===== config.mk =====
export PLATFORM = sky130hd
export DESIGN_NAME = slave_fifo_rd_ctrl
export DESIGN_NICKNAME = d
export VERILOG_FILES = /design/src/rtl/slave_fifo_rd_ctrl.sv
export SDC_FILE = /design/constraint.sdc
export NUM_CORES = 1
export LEC_CHECK = 0
export CORE_MARGIN = 2
export CORE_UTILIZATION = 51
export DETAILED_ROUTE_END_ITERATION = 10
export PLACE_DENSITY = 0.75
export SYNTH_ARGS = -nofsm -noshare
export SYNTH_HDL_FRONTEND = slang
export SYNTH_SLANG_ARGS = --single-unit
export TNS_END_PERCENT = 10

===== constraint.sdc =====
create_clock -name clk -period 5.1 [get_ports clk]
set_input_delay 0.51 -clock clk [delete_from_list [all_inputs] [get_ports clk]]
set_output_delay 0.51 -clock clk [all_outputs]
set_load 0.01 [all_outputs]

===== src/rtl/slave_fifo_rd_ctrl.sv =====
// FX3 Slave-FIFO read master: pulls words from an FX3 OUT socket into a
// first-word-fall-through buffer and presents them as a valid/ready stream.
module slave_fifo_rd_ctrl #(
   parameter int         DATA_W     = 32,
   parameter int         RD_LATENCY = 2,
   parameter int         FIFO_DEPTH = 16,
   parameter logic [1:0] FADDR      = 2'd3,
   parameter int         FLUSH_CYC  = 6
) (
   input  logic              clk,
   input  logic              reset,
   input  logic              enable,
   input  logic              flagc,
   input  logic              flagd,
   input  logic [DATA_W-1:0] fdata_in,
   output logic [1:0]        faddr,
   output logic              slcs,
   output logic              sloe,
   output logic              slrd,
   output logic              slwr,
   output logic              pktend,
   output logic [DATA_W-1:0] m_data,
   output logic              m_valid,
   input  logic              m_ready,
   output logic [31:0]       words_rx
);

   localparam int AW = $clog2(FIFO_DEPTH);
   localparam int CW = AW + 1;
   localparam int UW = CW + $clog2(RD_LATENCY + 2);
   localparam int FW = $clog2(FLUSH_CYC + 1);

   typedef enum logic [1:0] {IDLE, BURST, SINGLE, FLUSH} state_t;

   state_t            state, state_nx;
   logic              flagc_d, flagd_d;
   logic [RD_LATENCY-1:0] rd_pipe;
   logic [DATA_W-1:0] mem [FIFO_DEPTH];
   logic [AW-1:0]     wr_ptr, rd_ptr;
   logic [CW-1:0]     count;
   logic [FW-1:0]     flush_cnt, flush_cnt_nx;
   logic [UW-1:0]     used;
   logic              push, pop, credit, slrd_nx;

   assign faddr   = FADDR;
   assign slwr    = 1'b1;
   assign pktend  = 1'b1;
   assign push    = rd_pipe[RD_LATENCY-1];
   assign m_valid = (count != '0);
   assign pop     = m_valid & m_ready;
   assign m_data  = mem[rd_ptr];

   // Words buffered plus every read already committed on the bus,
   // including the strobe that is low right now.
   always_comb begin
      used = UW'(count);
      for (int i = 0; i < RD_LATENCY; i++)
         used = used + UW'(rd_pipe[i]);
      used = used + UW'(!slrd);
   end

   assign credit = (used < UW'(FIFO_DEPTH));

   always_comb begin
      state_nx     = state;
      slrd_nx      = 1'b1;
      flush_cnt_nx = flush_cnt;
      unique case (state)
         IDLE: begin
            if (enable && flagc_d)
               state_nx = flagd_d ? BURST : SINGLE;
         end
         BURST: begin
            if (!flagd_d || !flagc_d) begin
               state_nx     = FLUSH;
               flush_cnt_nx = '0;
            end else if (credit) begin
               slrd_nx = 1'b0;
            end
         end
         SINGLE: begin
            if (credit) begin
               slrd_nx      = 1'b0;
               state_nx     = FLUSH;
               flush_cnt_nx = '0;
            end
         end
         FLUSH: begin
            if (flush_cnt == FW'(FLUSH_CYC - 1))
               state_nx = IDLE;
            else
               flush_cnt_nx = flush_cnt + FW'(1);
         end
         default: state_nx = IDLE;
      endcase
   end

   always_ff @(posedge clk) begin
      if (reset) begin
         state     <= IDLE;
         flush_cnt <= '0;
         flagc_d   <= 1'b0;
         flagd_d   <= 1'b0;
         slcs      <= 1'b1;
         sloe      <= 1'b1;
         slrd      <= 1'b1;
         rd_pipe   <= '0;
      end else begin
         state     <= state_nx;
         flush_cnt <= flush_cnt_nx;
         flagc_d   <= flagc;
         flagd_d   <= flagd;
         slcs      <= (state_nx == IDLE);
         sloe      <= (state_nx == IDLE);
         slrd      <= slrd_nx;
         rd_pipe[0] <= ~slrd;
         for (int i = 1; i < RD_LATENCY; i++)
            rd_pipe[i] <= rd_pipe[i-1];
      end
   end

   always_ff @(posedge clk) begin
      if (push)
         mem[wr_ptr] <= fdata_in;
   end

   always_ff @(posedge clk) begin
      if (reset) begin
         wr_ptr   <= '0;
         rd_ptr   <= '0;
         count    <= '0;
         words_rx <= '0;
      end else begin
         if (push) begin
            wr_ptr   <= wr_ptr + AW'(1);
            words_rx <= words_rx + 32'd1;
         end
         if (pop)
            rd_ptr <= rd_ptr + AW'(1);
         if (push && !pop)
            count <= count + CW'(1);
         else if (pop && !push)
            count <= count - CW'(1);
      end
   end

endmodule


Word-level counts from Yosys, hierarchy flattened
Memories as Yosys holds them, arrays and structs flattened. A register that Yosys moved wholly into a read port is not among the register bits.
Index checks and enable logic that the tools add are counted.
{ "totals": {"ff_bits": 56, "ram_bits": 512, "output_inout_bits": 72, "word_cells": 65, "memories": 1} }
{ "memory_table": {"columns": ["name", "depth", "word_bits", "rd", "rd_ports_with_merged_regs", "wr", "line_no", "text"], "rows": [
  ["mem", 16, 32, 1, 1, 1, "38", "logic [DATA_W-1:0] mem [FIFO_DEPTH];"]
]} }
{ "classes": {"addsub": 9, "order_cmp": 1, "eq_ne": 7, "mux": 19, "n_bitwise": 2, "reduce_logical": 15} }
{ "ops": {"columns": ["op", "n"], "rows": [
  ["$add 32x1->32 const B", 1],
  ["$mux 2", 5],
  ["$mux 5", 2],
  ["$mux 3", 3],
  ["$pmux 3 s3", 1],
  ["$add 4x1->4 const B", 2],
  ["$mux 4", 2],
  ["$pmux 2 s4", 1],
  ["$add 6x1->7", 1],
  ["$add 7x1->7", 1],
  ["$lt 7x5->1 const B", 1],
  ["$add 5x1->6", 1],
  ["$ne 2x2->1 const B", 3],
  ["$add 5x1->5 const B", 1],
  ["$logic_not 1->1", 5],
  ["$reduce_bool 5->1", 1],
  ["$sub 5x1->5 const B", 1],
  ["$eq 2x2->1 const B", 2],
  ["$logic_not 2->1", 2],
  ["$mux 1", 4],
  ["$reduce_and 4->1", 1],
  ["$add 3x1->3 const B", 1],
  ["$eq 3x3->1 const B", 1],
  ["$logic_and 1x1->1", 3],
  ["other kinds (7)", 7]
]} }

Logic depth before layout (Yosys ltp)
{ "logic_depth": {"word_depth": 7, "ltp_mapped": 11, "depth_no_buf": 11} }

Least setup slack after synthesis
OpenSTA, ideal clock, no wires.
{ "synth_path": {"path_type": "input-to-reg", "start": "input m_ready", "end": "register count[4]", "arrival_time_ns": 2.485, "slack_ns": 2.494, "cell_stages": 9, "n_path_buf": 0, "cell_sequence": "a21boi_0 > inv_1 > ha_1 > inv_1 > ha_1 > a21o_1 > a21oi_1 > mux2i_1 > mux2_2"} }
{ "synth_between": {"elab_chain_cells": 4, "word_cells_on_any_way": 6} }
{ "synth_rtl": {"columns": ["item", "line_no", "text"], "rows": [
  ["start, declared", "24", "input logic m_ready,"],
  ["$and 1x1->1 *", "50", "assign pop = m_valid & m_ready;"],
  ["$logic_not 1->1", "140", "if (push && !pop)"],
  ["$logic_and 1x1->1", "140", null],
  ["$mux 5 or $reduce_bool 2->1 (tied branches)", null, null],
  ["end signal, assigned", "141", "count <= count + CW'(1);"],
  ["end signal, assigned", "143", "count <= count - CW'(1);"],
  ["end, declared", "40", "logic [CW-1:0] count;"]
]} }
Every way passes the cells marked *; elsewhere a longest branch is shown, timed or not.
A chain may end at the register's enable or synchronous reset.

==> metrics.cfg <==
[outcome]
outcome = completed

[yosys]
synth_adder_area_share_pct = 1.14
synthMuxAreaShare_pct = 16.6
syn_area_per_cell_sq_um = 21.2
yosysWarnings = 0
synth_top_area_cell = edfxtp_1
synth_top_area_share_pct = 69.5
synth_top_family_by_area = multiplexers
synth_compound_area_share_pct = 0.927
synthSimpleGateAreaFrac_pct = 3.61
synth_cell_type_count = 45
synth-seq-cells = 572
synth_area_leaders = edfxtp_1, mux4_2, dfxtp_1, xor2_1, nor2_1
ys_seq_area_share_pct = 74.9
synth_xor_area_share_pct = 1.46
synthCells = 1042
syn_area_sq_um = 22100

[final_layout]
multi_input_area_sq_um = 5280
regArea_sq_um = 16600
layout-drive-gt1-share_pct = 23.5
layoutNonFillerInstCount = 1815
fillers = 3015
final_area_sq_um = 25700
final_cell_mix = edfxtp_1, mux4_2, clkdlybuf4s50_1
nets = 1242
fin_util_pct = 59.8
areaGrowthSynthToFinish_pct = 16.2
final_common_cell = edfxtp_1

[sta]
timing.final.crit_period_ns = 3.90
hold_viol = 0
fmax_ghz = 0.257
setup_slack_ns = 1.20
period_share_pct = 76.4
setup_viol = 0
rsz0062_at_grt = false
worst_pin_slew_ns = 1.01
fin_tns_setup_ns = 0
skew_ns = 0.0143
finalMaxSlewViolations = 0
max_slew_margin_pct = 32.9
fin_hold_ws_ns = 0.457

[worst_setup_path]
r2r-end = count[4]
crit_path_max_fanout = 56
cp.arrival_ns = 3.39
cp.required_ns = 4.59
crit_chain = buf_4 -> mux4_2 -> mux4_2 -> clkdlybuf4s50_1
cpMaxStageDelayCell = dfxtp_4
cp_num_buf_inv = 2
ff2ff_path_depth = 10
r2r-start = count[0]
crit_path_end_kind = output pin
criticalPathCategory = reg2out
regToRegSetupSlack_ns = 2.18
critPathMaxStageDelay_ns = 0.94
cp_common_cell = mux4_2
critPathTopFamily = flip-flops
cp-start-kind = register

[die]
dieArea_sq_um = 45100
fp-row-count = 76
ioPinCount = 110
die-width_um = 212
fp.dieH_um = 212
coreArea_sq_um = 43000
start_util_pct = 51.5

[route]
wl_per_cell_um = 25.2
drtIter0Drc = 1019
dr.pass1.iters = 5
ant_nets = 0
routed_wl_um = 45700
vias = 10600
drcViolationCount = 0
via_per_inst = 5.86

[power]
pwr-share-clk_pct = 35.6
power_leakage_nw = 8.06
power.total_mw = 11.3
power_frac_comb_pct = 17.6
power_density_nw_per_um2 = 439
seqPwrFrac_pct = 46.8
internal-power_mw = 8.66
switching_share_pct = 23.3
switchingPower_mw = 2.63
peakVddDrop_mv = 0.310

[global_routing]
overflow = 0
track_usage_pct = 20.8
grt_pass1_vias = 11100
grt_pass1_wl_um = 68000
antenna_found_initial = 1
grt_max_degree = 58

[hold_path]
min-delay-start = slrd
hold_end = rd_pipe[0]
whs_path_depth = 1
hp-class = reg2reg

[clocking]
cts_buffers = 56
postCtsSetupRepairBufs = 0
clkSinkCount = 572
cts_resized = 0
cts_root_buf = clkbuf_16
clk_pin_slew_ns = 0.06
clk_latency_ns = 0.60
clockBufferDepth = 3
hold_buffers = 0
cts_tree = yes
htreeDepth = 2

[placed_design]
place_area_sq_um = 23900
routabilityCongestion = 0.754
place_hpwl_um = 24300
dpl.cell_count = 1712
port_buffers = 105
dpl_worst_slack_ns = 1.76

[job]
cap_violations = 0

[routing by layer]
| metal | GRT usage [%] | vias up | wire length [um] |
|---|---|---|---|
| li1 | - | 4536 | - |
| met3 | 4.12 | 74 | 3270 |
| met1 | 28.4 | 5620 | 18500 |
| met4 | 6.56 | 0 | 969 |
| met5 | 0 | - | 0 |
| met2 | 34.4 | 404 | 23000 |
[cell usage after synthesis, drive strengths merged]
cell type  count
a2111oi        1
a211oi         1
a21boi         2
a21o           3
a21oi         13
a311oi         2
a31o           2
a31oi          2
and2          17
and3           3
and3b          1
buf           27
clkbuf        21
conb           1
dfxtp         60
edfxtp       512
fa             2
ha            17
inv           16
mux2           1
mux2i          5
mux4         160
nand2         21
nand3         15
nand3b         1
nand4         13
nand4b         1
nor2          58
nor2b          6
nor3           6
nor3b          1
nor4           4
o21ai          6
o311ai         1
or3            3
xnor2          9
xor2          28
[power by group through the flow]
| stage | logic [mW] | clock network, mW | registers (mW) |
|---|---|---|---|
| after floorplan | 1.49 | 0 | 5.31 |
| after global placement | 1.99 | 0 | 5.38 |
| after detailed placement | 2.01 | 0 | 5.38 |
| after CTS | 2.03 | 4.09 | 5.29 |
| after global routing | 2.15 | 4.26 | 5.30 |
| final | 1.98 | 4.02 | 5.28 |
[cell families (layout without fill, tap and decap cells)]
| family | after synthesis | after routing |
|---|---|---|
| flip-flops | 572 | 572 |
| multiplexers | 166 | 166 |
| AND/OR/NAND/NOR | 150 | 150 |
| adder cells (fa/ha/maj) | 19 | 19 |
| AO/OA/AOI/OAI | 33 | 33 |
| buffers and inverters | 64 | 247 |
| other | 1 | 6 |
| XOR/XNOR | 37 | 37 |
[worst max-delay path by stage]
stage	start	end	slack, ns	cells after the start
global route	register	m_data[27]	1.12	4
finish	register	m_data[27]	1.20	4
global placement	m_ready	count[4]	1.85	10
detailed placement	m_ready	count[4]	1.76	10
floorplan	m_ready	count[4]	2.49	9
CTS	register	m_data[27]	1.17	4
[flip-flops by register name, indices dropped and copies added (netlist names), 2 cells and up, named ones only]
signal / flops
state: 2
count: 5
mem: 512
wr_ptr: 4
flush_cnt: 3
words_rx: 32
rd_ptr: 4
rd_pipe: 2
[area by class of cell]
| type | count | area share [%] |
|---|---|---|
| timing repair buffer | 130 | 4.94 |
| inverter | 16 | 0.234 |
| tap | 585 | 2.85 |
| clock inverter | 29 | 1.12 |
| clock buffer | 72 | 5.77 |
| multi-input combinational | 409 | 20.5 |
| sequential | 572 | 64.5 |
| antenna | 2 | 0.0195 |
Power figures use the tool's default switching activity.
